`src/rtl/des_f_function_pipe.sv`:
```
`default_nettype none
// +-----------------------------------------------------------------------------+
// | des_f_function_pipe : 2-stage DES round f(R,K) datapath (E^K -> S -> P)    |
// | Revision 1.0                                                               |
// +-----------------------------------------------------------------------------+
module des_f_function_pipe #(
   parameter int TAG_W = 4
) (
   input  logic              clk,
   input  logic              rst_n,
   input  logic              i_in_valid,
   output logic              o_in_ready,
   input  logic [32:1]       i_r,
   input  logic [48:1]       i_k,
   input  logic [TAG_W-1:0]  i_tag,
   output logic              o_out_valid,
   input  logic              i_out_ready,
   output logic [32:1]       o_f,
   output logic [TAG_W-1:0]  o_tag
);

   // Each ROM is 64 nibbles, row-major (row = {b1,b6}, col = b2..b5), entry 0 at the MSB.
   localparam logic [255:0] c_SBOX [1:8] = '{
      256'hE4D12FB83A6C5907_0F74E2D1A6CB9538_41E8D62BFC973A50_FC8249175B3EA06D,
      256'hF18E6B34972DC05A_3D47F28EC01A69B5_0E7BA4D158C6932F_D8A13F42B67C05E9,
      256'hA09E63F51DC7B428_D70934A6285ECBF1_D6498F30B12C5AE7_1AD069874FE3B52C,
      256'h7DE3069A1285BC4F_D8B56F03472C1AE9_A690CB7DF13E5284_3F06A1D8945BC72E,
      256'h2C417AB6853FD0E9_EB2C47D150FA3986_421BAD78F9C5630E_B8C71E2D6F09A453,
      256'hC1AF92680D34E75B_AF427C9561DE0B38_9EF528C3704A1DB6_432C95FABE17608D,
      256'h4B2EF08D3C975A61_D0B7491AE35C2F86_14BDC37EAF680592_6BD814A7950FE23C,
      256'hD2846FB1A93E50C7_1FD8A374C56B0E92_7B419CE206ADF358_21E74A8DFC90356B
   };

   localparam int c_P [1:32] = '{
      16,  7, 20, 21, 29, 12, 28, 17,  1, 15, 23, 26,  5, 18, 31, 10,
       2,  8, 24, 14, 32, 27,  3,  9, 19, 13, 30,  6, 22, 11,  4, 25
   };

   // Group j takes DES bits 4j-4..4j+1 of R, wrapping 0 -> 32 and 33 -> 1.
   function automatic logic [48:1] f_expand(input logic [32:1] r);
      logic [48:1] e;
      int          b;
      e = '0;
      for (int j = 1; j <= 8; j++) begin
         for (int k = 0; k < 6; k++) begin
            b = 4*j - 4 + k;
            if (b == 0)       b = 32;
            else if (b == 33) b = 1;
            e[54 - 6*j - k] = r[33 - b];
         end
      end
      return e;
   endfunction

   function automatic logic [32:1] f_perm(input logic [32:1] s);
      logic [32:1] p;
      p = '0;
      for (int n = 1; n <= 32; n++) begin
         p[33 - n] = s[33 - c_P[n]];
      end
      return p;
   endfunction

   logic              r_s1_valid;
   logic [48:1]       r_x;
   logic [TAG_W-1:0]  r_s1_tag;
   logic              r_out_valid;
   logic [32:1]       r_f;
   logic [TAG_W-1:0]  r_tag;

   logic              w_s2_adv;
   logic              w_s1_adv;
   logic              w_s1_load;
   logic              w_s2_load;
   logic [32:1]       w_s;
   logic [32:1]       w_f;

   assign w_s2_adv  = !r_out_valid || i_out_ready;
   assign w_s1_adv  = !r_s1_valid || w_s2_adv;
   assign w_s1_load = i_in_valid && w_s1_adv;
   assign w_s2_load = w_s2_adv && r_s1_valid;

   for (genvar j = 1; j <= 8; j++) begin : g_sbox
      logic [6:1] w_sel;
      logic [5:0] w_idx;
      assign w_sel = r_x[54 - 6*j -: 6];
      assign w_idx = {w_sel[6], w_sel[1], w_sel[5:2]};
      // 255 - 4*idx expressed as an 8-bit index: {~idx, 2'b11}.
      assign w_s[36 - 4*j -: 4] = c_SBOX[j][{~w_idx, 2'b11} -: 4];
   end

   assign w_f = f_perm(w_s);

   always_ff @(posedge clk or negedge rst_n) begin
      if (!rst_n) begin
         r_s1_valid <= 1'b0;
         r_x        <= '0;
         r_s1_tag   <= '0;
      end else begin
         if (w_s1_adv) r_s1_valid <= i_in_valid;
         if (w_s1_load) begin
            r_x      <= f_expand(i_r) ^ i_k;
            r_s1_tag <= i_tag;
         end
      end
   end

   always_ff @(posedge clk or negedge rst_n) begin
      if (!rst_n) begin
         r_out_valid <= 1'b0;
         r_f         <= '0;
         r_tag       <= '0;
      end else begin
         if (w_s2_adv) r_out_valid <= r_s1_valid;
         if (w_s2_load) begin
            r_f   <= w_f;
            r_tag <= r_s1_tag;
         end
      end
   end

   assign o_in_ready  = w_s1_adv;
   assign o_out_valid = r_out_valid;
   assign o_f         = r_f;
   assign o_tag       = r_tag;

endmodule
`default_nettype wire

```
`config.mk`:
```
export PLATFORM = sky130hd
export DESIGN_NAME = des_f_function_pipe
export DESIGN_NICKNAME = d
export VERILOG_FILES = /design/src/rtl/des_f_function_pipe.sv
export SDC_FILE = /design/constraint.sdc
export NUM_CORES = 1
export LEC_CHECK = 0
export CORE_MARGIN = 10
export CORE_UTILIZATION = 53
export DETAILED_ROUTE_END_ITERATION = 6
export GPL_TIMING_DRIVEN = 1
export PLACE_DENSITY = 0.87
export SYNTH_ARGS = -nofsm -noshare
export SYNTH_HDL_FRONTEND = slang
export SYNTH_SLANG_ARGS = --single-unit
```
`constraint.sdc`:
```
create_clock -name clk -period 6.81 [get_ports clk]
set_clock_uncertainty 0.1 [all_clocks]
set_input_delay 1.362 -clock clk [delete_from_list [all_inputs] [get_ports clk]]
set_output_delay 1.362 -clock clk [all_outputs]
set_load 0.01 [all_outputs]
```
-- Word level (Yosys, flattened, before mapping)
Index checks and enable logic that the tools add are counted.
- logic and storage cells: 41
- input port bits: 88
- flip-flop bits (word level): 90
- output and inout port bits: 38
- bitwise logic cells: 9
- mux-type cells: 8
- magnitude comparators: 2
- $add $sub $neg: 2
- shifts and indexed selects: 8
- reductions and logical operators: 6
- operators by type and width (operator ; count):
    $shiftx A259 B9 Y4 const A ; 8
    $lt A32 B8 Y1 const B ; 2
    $mux W32 ; 2
    $sub A7 B32 Y32 const A ; 2
    $not A6 Y6 ; 8
    $xor A48 B48 Y48 ; 1
    $bmux W1 S6 ; 2
    $mux W1 ; 4
    $logic_and A1 B1 Y1 ; 2
    $logic_not A1 Y1 ; 2
    $logic_or A1 B1 Y1 ; 2

-- Depth between registers and ports, before layout
Gate-level depths: netlist of run 1.
- depth after elaboration: 10
- gate-level depth with buffers: 9
- gate-level depth less buffers: 7

-- Worst setup path after synthesis of run 1
No wires, ideal clock.
- path kind: input-to-output
- start point: input port i_out_ready
- end point: output port o_in_ready
- buffers on the path: 0
- data arrival time: 1576 ps
- stages: 1
- slack: 3772 ps
- data required time: 5348 ps
- cell sequence: nand3b_1
- longest elaborated chain between the ends: 2
- RTL lines (what ; line ; text):
    start, declared ; 17 ; input logic i_out_ready,
    $logic_or A1 B1 Y1 ; 78 ; assign w_s2_adv = !r_out_valid || i_out_ready;
    $logic_or A1 B1 Y1 ; 79 ; assign w_s1_adv = !r_s1_valid || w_s2_adv;
    end, declared ; 12 ; output logic o_in_ready,
Every way passes these cells.

-- Worst setup path after layout of run 1
Ends and elaborated chain as after synthesis.

==> flow_results.xml, run 1 <==
<?xml version="1.0" encoding="UTF-8"?>
<metrics>
  <group name="run_status">
    <metric name="run_status" unit="">finished clean</metric>
  </group>
  <group name="grt">
    <metric name="grt_max_degree" unit="">101</metric>
    <metric name="grt.overflow.total" unit="">0</metric>
    <metric name="track_usage" unit="%">19.5</metric>
    <metric name="grt_first_pass_wirelength" unit="um">35600</metric>
    <metric name="antenna_found_initial" unit="">0</metric>
    <metric name="first_global_vias" unit="">7162</metric>
  </group>
  <group name="run">
    <metric name="max_cap_viol_count" unit="">0</metric>
  </group>
  <group name="sta">
    <metric name="timing.slew.headroom" unit="%">31.9</metric>
    <metric name="aggregate_negative_setup_slack" unit="ns">0</metric>
    <metric name="timing.final.max_slew_violations" unit="">0</metric>
    <metric name="finalWorstPathRequiredPeriod" unit="ns">4.06</metric>
    <metric name="timing.final.ws_setup" unit="ns">2.75</metric>
    <metric name="final_hold_vio_count" unit="">0</metric>
    <metric name="max_slew.worst_pin.slew" unit="ns">1.02</metric>
    <metric name="min_period_over_period" unit="%">59.6</metric>
    <metric name="finalHoldWorstSlack" unit="ns">0.371</metric>
    <metric name="rsz0062_at_grt" unit="">false</metric>
    <metric name="achievable-frequency" unit="MHz">246</metric>
    <metric name="setup_viol" unit="">0</metric>
  </group>
  <group name="clock_tree">
    <metric name="clock_path_buffers" unit="">2</metric>
    <metric name="post_cts_resize_count" unit="">0</metric>
    <metric name="clock_insertion_delay_worst_skew" unit="ns">0.35</metric>
    <metric name="worst_setup_hold_path_clk_slew" unit="ns">0.07</metric>
    <metric name="numCtsBuffers" unit="">9</metric>
    <metric name="clockRootBuffer" unit="">clkbuf_16</metric>
    <metric name="cts_hold_buf" unit="">0</metric>
    <metric name="cts.repair_timing.setup_buffer_count" unit="">0</metric>
    <metric name="cts.sinks" unit="">90</metric>
    <metric name="htree_levels" unit="">3</metric>
    <metric name="tritoncts_clock_tree" unit="">done</metric>
  </group>
  <group name="floorplan">
    <metric name="placement_rows" unit="">46</metric>
    <metric name="floorplan.initialDensity" unit="%">53.6</metric>
    <metric name="ioPinCount" unit="">126</metric>
    <metric name="area_of_the_die" unit="um2">21300</metric>
    <metric name="die_y" unit="um">146</metric>
    <metric name="die_width" unit="um">146</metric>
    <metric name="core_area" unit="um2">15700</metric>
  </group>
  <group name="setup_path">
    <metric name="worstSetupStartpoint" unit="">i_out_ready</metric>
    <metric name="worst-setup-path-type" unit="">input pin to output pin</metric>
    <metric name="max_stage_delay" unit="ns">0.58</metric>
    <metric name="timing.critical_path.cells" unit="">clkdlybuf4s50_1 &gt; nand3b_1 &gt; clkdlybuf4s50_1</metric>
    <metric name="required" unit="ns">5.35</metric>
    <metric name="cp-end-kind" unit="">output pin</metric>
    <metric name="termination_of_the_worst_setup_path" unit="">o_in_ready</metric>
    <metric name="cp_num_buf_inv" unit="">2</metric>
    <metric name="worst-r2r-cell-count" unit="">5</metric>
    <metric name="r2r_start" unit="">r_x[14]</metric>
    <metric name="crit_path_start_kind" unit="">input pin</metric>
    <metric name="cp_num_cells" unit="">3</metric>
    <metric name="worst_path_most_repeated_cell" unit="">clkdlybuf4s50_1</metric>
    <metric name="worst-path-max-fanout" unit="">3</metric>
    <metric name="reg2reg_to" unit="">o_f[14]</metric>
    <metric name="r2r_setup_slack" unit="ns">4.02</metric>
    <metric name="worstPathArrival" unit="ns">2.60</metric>
    <metric name="critical-path-slowest-cell" unit="">clkdlybuf4s50_1</metric>
    <metric name="crit_family" unit="">buffers and inverters</metric>
  </group>
  <group name="min_path">
    <metric name="worst_hold_path_type" unit="">flip-flop to flip-flop</metric>
  </group>
  <group name="routing">
    <metric name="drt_pre_antenna_iters" unit="">5</metric>
    <metric name="routed_wl" unit="um">21300</metric>
    <metric name="drt-wirelength-per-cell" unit="um">16.3</metric>
    <metric name="final_antenna_net_count" unit="">0</metric>
    <metric name="detailedRoute.firstIterationViolations" unit="">648</metric>
    <metric name="drc" unit="">0</metric>
    <metric name="routed-via-count" unit="">7752</metric>
    <metric name="avgViaCountPerCell" unit="">5.93</metric>
  </group>
  <group name="logic_synthesis">
    <metric name="mappedNetlistNets" unit="">1190</metric>
    <metric name="synth_seq_cells" unit="">90</metric>
    <metric name="synth-edff-count" unit="">0</metric>
    <metric name="syn_avg_cell_area" unit="um2">8.11</metric>
    <metric name="postSynthCellCount" unit="">1039</metric>
    <metric name="yosys_warnings" unit="">0</metric>
    <metric name="synth.cell_area" unit="um2">8420</metric>
    <metric name="async_s_r_ff_share_synth" unit="%">100</metric>
    <metric name="synth-seq-area-share" unit="%">26.7</metric>
    <metric name="ys.flop_type" unit="">dfrtp_1</metric>
    <metric name="synth.distinct_cells" unit="">66</metric>
  </group>
  <group name="power_and_ir_drop">
    <metric name="vdd_ir_drop_max" unit="uV">139</metric>
    <metric name="static_leakage" unit="nW">4.10</metric>
    <metric name="pwr_density_cell" unit="nW/um2">268</metric>
  </group>
  <group name="placement">
    <metric name="detailed_place_hpwl" unit="um">15000</metric>
    <metric name="gp_routability_congestion" unit="">0.905</metric>
    <metric name="place_worst_setup_slack" unit="ns">2.75</metric>
    <metric name="placedInstanceArea" unit="um2">9590</metric>
    <metric name="io_buffers" unit="">125</metric>
  </group>
  <group name="cells_and_area">
    <metric name="num_antenna_cells" unit="">0</metric>
    <metric name="area_growth" unit="%">17.2</metric>
    <metric name="postLayoutCellArea" unit="um2">9870</metric>
    <metric name="finalCoreUtilization" unit="%">62.8</metric>
    <metric name="final_layout_size_suffix_gt1_share" unit="%">4.58</metric>
    <metric name="finalNetCount" unit="">1237</metric>
  </group>
</metrics>
[cells in the mapped netlist, drive strengths merged (7+ instances only)]
master | instances | area share (%)
clkbuf | 61 | 2.7
a2111oi | 9 | 0.94
mux2i | 18 | 2.1
xor2 | 40 | 4.2
o21ai | 76 | 4.5
o221ai | 8 | 0.83
dfrtp | 90 | 27
nor2b | 26 | 1.9
nand2b | 33 | 2.5
a21oi | 86 | 5.1
nor2 | 90 | 4.0
mux4 | 13 | 3.5
buf | 31 | 1.8
nor3 | 24 | 1.4
o2111ai | 7 | 0.73
a211o | 9 | 0.94
nand3 | 19 | 1.1
inv | 39 | 1.8
nand2 | 93 | 4.1
xnor2 | 32 | 3.3
a21o | 7 | 0.62
a31oi | 10 | 0.74
ha | 63 | 9.4
mux2 | 10 | 1.4
o31ai | 11 | 0.98
o211ai | 22 | 2.0
a211oi | 22 | 2.0
[sequential cells by signal (all words and copies together) (netlist names)]
signal       flops
o_f             32
o_out_valid      1
o_tag            4
r_s1_tag         4
r_s1_valid       1
r_x             48
[through the flow]
stage / total power, mW / instances
floorplan: 1.74 / 1039
global placement: 2.12 / 1291
detailed placement: 2.16 / 1291
CTS: 2.66 / 1307
global route: 2.84 / 1307
finish: 2.64 / 1307
[logic make-up after synthesis]
kind of cell,Yosys count,share of synthesized area [%]
mux,41,7.00
compound gates,324,25.3
fa+ha+maj,63,9.36
xor+xnor,72,7.49
simple gates,317,17.8
buf+inv,132,6.39
flops,90,26.7
[placed cells by master (no fill, tap or decap), types with 9 or more instances in the layout]
cell	synthesis	routed
a2111oi_0	9	9
a211o_1	9	9
a211oi_1	22	22
a21oi_1	86	86
a31oi_1	10	10
clkbuf_16	0	9
clkdlybuf4s50_1	0	124
dfrtp_1	90	90
ha_1	63	63
inv_1	38	38
mux2_2	9	9
mux2i_1	18	18
mux4_2	13	13
nand2_1	93	91
nand2b_1	33	33
nand3_1	19	19
nor2_1	90	90
nor2b_1	26	26
nor3_1	24	24
o211ai_1	22	22
o21ai_0	75	75
o31ai_1	11	11
xnor2_1	32	32
xor2_1	40	40
[layer usage]
layer / GRT usage (%) / vias up / part of all wire (%)
met3: 3.83 / 26 / 5.3
met4: 4.50 / 0 / 1.6
li1: - / 3816 / -
met2: 32.5 / 246 / 49
met1: 25.5 / 3664 / 44
met5: 0 / - / 0
[area by class of cell]
| type | count | area (um2) |
|---|---|---|
| inverter | 40 | 155 |
| timing repair buffer | 128 | 1270 |
| clock buffer | 10 | 239 |
| tap | 216 | 270 |
| fill | 1377 | 5840 |
| clock inverter | 6 | 42.5 |
| multi-input combinational | 817 | 5640 |
| sequential | 90 | 2250 |
[report_power, final]
part           internal [mW]  switching, mW
sequential             0.664          0.269
clock                  0.258          0.227
combinational          0.643          0.584
[how the worst min path moves through the flow]
| stage | startpoint | endpoint | slack [ns] | cells past startpoint |
|---|---|---|---|---|
| after floorplan | r_s1_tag[0] | o_tag[0] | 0.33 | 2 |
| after global placement | r_s1_tag[1] | o_tag[1] | 0.34 | 2 |
| after detailed placement | r_s1_tag[0] | o_tag[0] | 0.35 | 2 |
| after CTS | r_s1_tag[0] | o_tag[0] | 0.37 | 2 |
| after global routing | r_s1_tag[3] | o_tag[3] | 0.40 | 2 |
| final | r_s1_tag[2] | o_tag[2] | 0.37 | 2 |
[worst reg2reg max path, stage by stage, from the launching register on]
cell and delay, ns:
dfrtp_1 0.64, inv_1 0.24, ha_1 0.49, mux4_2 0.49, mux4_2 0.46, mux2_4 0.26
Note: power is estimated with default switching activity, not from simulation.
==> run 2, diff against run 1 <==
- CORE_UTILIZATION: 53 -> 51
- PLACE_DENSITY: 0.87 -> 0.88
- clock period: 6.81 -> 3.56 ns (I/O delays scaled with it)
==> run 2 against run 1 <==
  * Power increased by 98%
  * Via count increased by 1.3%
  * Flip-flop and latch count unchanged
  * First-iteration DRC count decreased by 1.7%
  * Sequential power increased by 93%
  * Cell count increased by 0.31%
  * Worst hold slack got worse by 0.0048 ns
  * Count of clock-buffer cells in the layout unchanged
  * Combinational power increased by 94%
  * Critical endpoint is now o_f[14]
  * Global-route usage increased by 0.12 points
  * Wire length increased by 3.7%
  * Critical path depth increased by 2
==> flow_results.xml, run 2 (synthesis results as in run 1) <==
<?xml version="1.0" encoding="UTF-8"?>
<metrics>
  <group name="power_and_ir_drop">
    <metric name="pwr_density_cell" unit="nW/um2">525</metric>
    <metric name="p_total" unit="mW">5.23</metric>
    <metric name="vdd_ir_drop_max" unit="uV">309</metric>
    <metric name="static_leakage" unit="nW">4.14</metric>
  </group>
  <group name="routing">
    <metric name="final_antenna_net_count" unit="">0</metric>
    <metric name="routed-via-count" unit="">7856</metric>
    <metric name="drc" unit="">0</metric>
    <metric name="routed_wl" unit="um">22100</metric>
    <metric name="drt-wirelength-per-cell" unit="um">16.8</metric>
    <metric name="met2WireLength" unit="um">10900</metric>
    <metric name="drt_pre_antenna_iters" unit="">5</metric>
    <metric name="avgViaCountPerCell" unit="">5.99</metric>
    <metric name="met3_length" unit="um">1390</metric>
    <metric name="wl_met1" unit="um">9370</metric>
    <metric name="highest_routed_layer" unit="">met4</metric>
    <metric name="detailedRoute.firstIterationViolations" unit="">637</metric>
  </group>
  <group name="clock_tree">
    <metric name="cts.sinks" unit="">90</metric>
    <metric name="tritoncts_clock_tree" unit="">done</metric>
    <metric name="clock_path_buffers" unit="">2</metric>
    <metric name="clockRootBuffer" unit="">clkbuf_16</metric>
    <metric name="post_cts_resize_count" unit="">0</metric>
    <metric name="cts_hold_buf" unit="">0</metric>
    <metric name="htree_levels" unit="">3</metric>
    <metric name="cts.repair_timing.setup_buffer_count" unit="">0</metric>
    <metric name="numCtsBuffers" unit="">9</metric>
    <metric name="worst_setup_hold_path_clk_slew" unit="ns">0.07</metric>
    <metric name="clock_insertion_delay_worst_skew" unit="ns">0.35</metric>
  </group>
  <group name="cells_and_area">
    <metric name="postLayoutCellArea" unit="um2">9960</metric>
    <metric name="finalCoreUtilization" unit="%">62.1</metric>
    <metric name="area_growth" unit="%">18.3</metric>
    <metric name="most_frequent_cells_in_the_layout" unit="">clkdlybuf4s50_1 (124), nand2_1 (91), nor2_1 (90), dfrtp_1 (90), a21oi_1 (86)</metric>
    <metric name="layout.cells.most_common" unit="">clkdlybuf4s50_1</metric>
    <metric name="finalNetCount" unit="">1241</metric>
    <metric name="largest_reg_by_ff_count" unit="">r_x</metric>
    <metric name="num_antenna_cells" unit="">0</metric>
    <metric name="final_layout_size_suffix_gt1_share" unit="%">4.84</metric>
    <metric name="max_reg_flops" unit="">48</metric>
    <metric name="final_cells" unit="">1311</metric>
    <metric name="nFillCells" unit="">1359</metric>
  </group>
  <group name="setup_path">
    <metric name="worstPathArrival" unit="ns">2.91</metric>
    <metric name="required" unit="ns">3.70</metric>
    <metric name="crit_path_start_kind" unit="">flip-flop</metric>
    <metric name="r2r_setup_slack" unit="ns">0.79</metric>
    <metric name="worst-path-max-fanout" unit="">15</metric>
    <metric name="cp-end-kind" unit="">flip-flop</metric>
    <metric name="worst-setup-path-type" unit="">flip-flop to flip-flop</metric>
  </group>
  <group name="sta">
    <metric name="timing.final.max_slew_violations" unit="">0</metric>
    <metric name="setup_viol" unit="">0</metric>
    <metric name="timing.slew.headroom" unit="%">34.0</metric>
    <metric name="timing.final.ws_setup" unit="ns">0.790</metric>
    <metric name="final_hold_vio_count" unit="">0</metric>
    <metric name="min_period_over_period" unit="%">77.8</metric>
    <metric name="finalWorstPathRequiredPeriod" unit="ns">2.77</metric>
    <metric name="rsz0062_at_grt" unit="">false</metric>
    <metric name="max_slew.worst_pin.slew" unit="ns">0.990</metric>
    <metric name="finalHoldWorstSlack" unit="ns">0.366</metric>
    <metric name="aggregate_negative_setup_slack" unit="ns">0</metric>
    <metric name="achievable-frequency" unit="MHz">361</metric>
  </group>
  <group name="grt">
    <metric name="antenna_found_initial" unit="">0</metric>
    <metric name="grt_first_pass_wirelength" unit="um">36300</metric>
    <metric name="track_usage" unit="%">19.6</metric>
    <metric name="grt_max_degree" unit="">73</metric>
    <metric name="first_global_vias" unit="">7236</metric>
    <metric name="grt.overflow.total" unit="">0</metric>
  </group>
  <group name="floorplan">
    <metric name="ioPinCount" unit="">126</metric>
    <metric name="placement_rows" unit="">46</metric>
    <metric name="die_width" unit="um">149</metric>
    <metric name="die_y" unit="um">149</metric>
    <metric name="core_area" unit="um2">16100</metric>
    <metric name="area_of_the_die" unit="um2">22100</metric>
    <metric name="floorplan.initialDensity" unit="%">52.5</metric>
  </group>
  <group name="placement">
    <metric name="place_worst_setup_slack" unit="ns">0.795</metric>
    <metric name="detailed_place_hpwl" unit="um">15800</metric>
    <metric name="gp_routability_congestion" unit="">0.917</metric>
    <metric name="placedInstanceArea" unit="um2">9650</metric>
    <metric name="post-place-cells" unit="">1295</metric>
    <metric name="io_buffers" unit="">125</metric>
  </group>
  <group name="run">
    <metric name="max_cap_viol_count" unit="">0</metric>
  </group>
  <group name="min_path">
    <metric name="worst_hold_path_type" unit="">flip-flop to flip-flop</metric>
  </group>
  <group name="run_status">
    <metric name="run_status" unit="">finished clean</metric>
  </group>
</metrics>
## run 2: cell types whose count changed in the layout (fill, tap and decap cells not counted)
cell,before,now
clkinv_2,2,1
clkbuf_1,0,1
inv_6,1,2
clkinv_4,2,0
bufinv_16,0,2
buf_4,4,6
clkbuf_8,1,0
buf_12,0,2
## run 2: power breakdown
group	leakage, nW	switching [mW]	internal (mW)
sequential	1.05	0.527	1.27
combinational	2.94	1.15	1.24
clock	0.149	0.426	0.617
total	4.14	2.10	3.13
## run 2: area by class of cell
cell class / instances / area (um2) / share of cell area (%)
Clock buffer: 10 / 229 / 2.30
Clock inverter: 6 / 88.8 / 0.892
Inverter: 40 / 155 / 1.56
Multi-Input combinational cell: 817 / 5640 / 56.6
Sequential cell: 90 / 2250 / 22.6
Tap cell: 216 / 270 / 2.71
Timing Repair Buffer: 132 / 1330 / 13.3
## run 2: worst paths after layout
check                       startpoint  endpoint  depth (start not counted)
min in group asynchronous        rst_n   r_x[21]                          1
min                        r_s1_tag[0]  o_tag[0]                          2
max                            r_x[15]   o_f[14]                          5
min reg2reg                r_s1_tag[0]  o_tag[0]                          2
max reg2reg                    r_x[15]   o_f[14]                          5
max in group asynchronous        rst_n    o_f[2]                          2
## run 2: routing by layer
metal | up-vias | global-route usage, %
li1 | 3816 | -
met1 | 3736 | 25.4
met2 | 273 | 32.7
met3 | 31 | 3.13
met4 | 0 | 5.95
met5 | - | 0
## run 2: critical path, stage by stage, from the launching register on
cell,delay [ns]
dfrtp_1,0.65
inv_1,0.23
ha_1,0.45
mux4_2,0.48
mux4_2,0.47
mux2_4,0.27
==> run 3, diff against run 2 <==
- CORE_UTILIZATION: 51 -> 53
- PLACE_DENSITY: 0.88 -> 0.87
- clock period: 3.56 -> 2.7 ns (I/O delays scaled with it)
==> run 3 against run 2 <==
  * Wire length down 0.94%
  * Global-route usage up 0.40 points
  * Maximum frequency up 13%
  * Via count about the same
  * Utilization up 2.6 points
  * Setup slack worse by 0.53 ns
  * Clock power up 32%
  * Worst hold slack worse by 0.29 ns
  * Critical path type unchanged
  * Largest power group unchanged
  * Highest routed layer unchanged
==> flow_results.xml, run 3 (synthesis results as in run 1) <==
<?xml version="1.0" encoding="UTF-8"?>
<metrics>
  <group name="routing">
    <metric name="final_antenna_net_count" unit="">0</metric>
    <metric name="drt-wirelength-per-cell" unit="um">16.4</metric>
    <metric name="detailedRoute.firstIterationViolations" unit="">680</metric>
    <metric name="drc" unit="">0</metric>
    <metric name="routed-via-count" unit="">7854</metric>
    <metric name="drt_pre_antenna_iters" unit="">5</metric>
    <metric name="avgViaCountPerCell" unit="">5.88</metric>
    <metric name="routed_wl" unit="um">21900</metric>
  </group>
  <group name="power_and_ir_drop">
    <metric name="power.share.combinational" unit="%">48.6</metric>
    <metric name="static_leakage" unit="nW">4.26</metric>
    <metric name="sequentialPowerShare" unit="%">31.8</metric>
    <metric name="vdd_ir_drop_max" unit="uV">407</metric>
    <metric name="power.net_switching" unit="mW">2.75</metric>
    <metric name="pwr_density_cell" unit="nW/um2">685</metric>
    <metric name="p_total" unit="mW">6.96</metric>
    <metric name="sw_share" unit="%">39.6</metric>
    <metric name="internal-power" unit="mW">4.20</metric>
    <metric name="power_frac_clock" unit="%">19.7</metric>
  </group>
  <group name="floorplan">
    <metric name="die_y" unit="um">146</metric>
    <metric name="area_of_the_die" unit="um2">21300</metric>
    <metric name="die_width" unit="um">146</metric>
    <metric name="core_area" unit="um2">15700</metric>
    <metric name="floorplan.initialDensity" unit="%">53.6</metric>
    <metric name="placement_rows" unit="">46</metric>
    <metric name="ioPinCount" unit="">126</metric>
  </group>
  <group name="sta">
    <metric name="rsz0062_at_grt" unit="">false</metric>
    <metric name="setup_viol" unit="">0</metric>
    <metric name="min_period_over_period" unit="%">90.5</metric>
    <metric name="aggregate_negative_setup_slack" unit="ns">0</metric>
    <metric name="timing.final.max_slew_violations" unit="">0</metric>
    <metric name="finalHoldWorstSlack" unit="ns">0.0757</metric>
    <metric name="max_slew.worst_pin.slew" unit="ns">0.837</metric>
    <metric name="final_hold_vio_count" unit="">0</metric>
    <metric name="achievable-frequency" unit="MHz">409</metric>
    <metric name="finalWorstPathRequiredPeriod" unit="ns">2.44</metric>
    <metric name="timing.slew.headroom" unit="%">44.2</metric>
  </group>
  <group name="clock_tree">
    <metric name="clock_insertion_delay_worst_skew" unit="ns">0.35</metric>
    <metric name="numCtsBuffers" unit="">9</metric>
    <metric name="cts_hold_buf" unit="">0</metric>
    <metric name="tritoncts_clock_tree" unit="">done</metric>
    <metric name="cts.repair_timing.setup_buffer_count" unit="">0</metric>
    <metric name="clockRootBuffer" unit="">clkbuf_16</metric>
    <metric name="cts.sinks" unit="">90</metric>
    <metric name="post_cts_resize_count" unit="">0</metric>
    <metric name="htree_levels" unit="">3</metric>
    <metric name="worst_setup_hold_path_clk_slew" unit="ns">0.07</metric>
    <metric name="clock_path_buffers" unit="">2</metric>
  </group>
  <group name="cells_and_area">
    <metric name="num_antenna_cells" unit="">0</metric>
    <metric name="finalCoreUtilization" unit="%">64.7</metric>
    <metric name="layout.cells.most_common" unit="">clkdlybuf4s50_1</metric>
    <metric name="finalNetCount" unit="">1265</metric>
    <metric name="nFillCells" unit="">1337</metric>
    <metric name="register_area" unit="um2">2250</metric>
    <metric name="most_frequent_cells_in_the_layout" unit="">clkdlybuf4s50_1 (124), nand2_1 (91), nor2_1 (90), dfrtp_1 (90), a21oi_1 (86)</metric>
    <metric name="area_growth" unit="%">20.7</metric>
    <metric name="multiInputGateArea" unit="um2">5640</metric>
    <metric name="max_reg_flops" unit="">48</metric>
    <metric name="largest_reg_by_ff_count" unit="">r_x</metric>
    <metric name="final_layout_size_suffix_gt1_share" unit="%">6.70</metric>
  </group>
  <group name="run_status">
    <metric name="run_status" unit="">finished clean</metric>
  </group>
  <group name="placement">
    <metric name="detailed_place_hpwl" unit="um">16000</metric>
    <metric name="io_buffers" unit="">125</metric>
    <metric name="gp_routability_congestion" unit="">0.943</metric>
  </group>
  <group name="grt">
    <metric name="antenna_found_initial" unit="">0</metric>
    <metric name="first_global_vias" unit="">7401</metric>
    <metric name="track_usage" unit="%">20.0</metric>
    <metric name="grt.overflow.total" unit="">0</metric>
    <metric name="grt_max_degree" unit="">50</metric>
    <metric name="grt_first_pass_wirelength" unit="um">36700</metric>
  </group>
  <group name="setup_path">
    <metric name="worstPathArrival" unit="ns">2.58</metric>
    <metric name="r2r_setup_slack" unit="ns">0.26</metric>
    <metric name="cp-end-kind" unit="">flip-flop</metric>
    <metric name="reg2reg_to" unit="">o_f[23]</metric>
    <metric name="r2r_start" unit="">r_x[26]</metric>
    <metric name="crit_path_start_kind" unit="">flip-flop</metric>
    <metric name="timing.critical_path.cells" unit="">inv_1 &gt; ha_1 &gt; nor2b_1 &gt; o21ai_0 &gt; o2111ai_1 &gt; o31a_1 &gt; a221o_1</metric>
    <metric name="worst-setup-path-type" unit="">flip-flop to flip-flop</metric>
    <metric name="worst-r2r-cell-count" unit="">7</metric>
    <metric name="required" unit="ns">2.84</metric>
    <metric name="max_stage_delay" unit="ns">0.52</metric>
    <metric name="critical-path-slowest-cell" unit="">dfrtp_1</metric>
    <metric name="worst-path-max-fanout" unit="">10</metric>
  </group>
  <group name="run">
    <metric name="max_cap_viol_count" unit="">0</metric>
  </group>
  <group name="min_path">
    <metric name="worst_hold_path_type" unit="">input pin to async pin</metric>
  </group>
</metrics>
## run 3: cell count changes in the layout (fill, tap and decap cells not counted)
| cell | before | now |
|---|---|---|
| buf_4 | 6 | 28 |
| buf_12 | 2 | 4 |
| clkbuf_1 | 1 | 3 |
| clkinv_2 | 1 | 0 |
| clkinv_4 | 0 | 1 |
| clkinvlp_4 | 2 | 1 |
| inv_6 | 2 | 1 |
## run 3: worst max-delay path by stage
stage	from	endpoint	slack, ns	cells after the start
2_1_floorplan	r_x[15]	o_f[14]	0.03	7
3_3_place_gp	i_out_ready	o_in_ready	0.31	3
3_5_place_dp	i_out_ready	o_in_ready	0.26	3
4_1_cts	i_out_ready	o_in_ready	0.26	3
5_1_grt	r_x[26]	o_f[23]	0.12	7
6_report	r_x[26]	o_f[23]	0.26	7
## run 3: per-stage QoR
stage	instances	instance area, um2	worst slack, ns
floorplan	1039	8420	0.0256
global placement	1319	9850	0.307
detailed placement	1319	9850	0.261
CTS	1335	10200	0.261
global route	1335	10200	0.117
finish	1335	10200	0.256
## run 3: power by group through the flow
stage	combinational [mW]	clock, mW	sequential, mW
floorplan	2.35	0	2.03
global placement	3.29	0	2.21
detailed placement	3.37	0	2.22
CTS	3.39	1.39	2.20
global route	3.75	1.44	2.28
finish	3.38	1.37	2.21
## run 3: cell type report
class	count	area share (%)
multi-input cells	817	55.5
well taps	216	2.66
repair buffers	156	15.1
clock buffers	12	2.33
flip-flops and latches	90	22.2
inverters	40	1.53
clock inverters	4	0.751
## run 3: per-layer routing
| layer | global-route usage, % | wire length (um) | vias up |
|---|---|---|---|
| met5 | 0 | 0 | - |
| met4 | 6.01 | 405 | 0 |
| met3 | 2.90 | 1070 | 27 |
| met2 | 33.7 | 10700 | 250 |
| met1 | 26.0 | 9710 | 3713 |
| li1 | - | - | 3864 |
## run 3: critical path: cells and delay by family, from the launching register on
kind,cells,cell delay [ns]
AND/OR/NAND/NOR,1,0.19
buffers and inverters,1,0.19
AO/OA/AOI/OAI,4,0.87
flip-flops,1,0.52
adder cells (fa/ha/maj),1,0.45
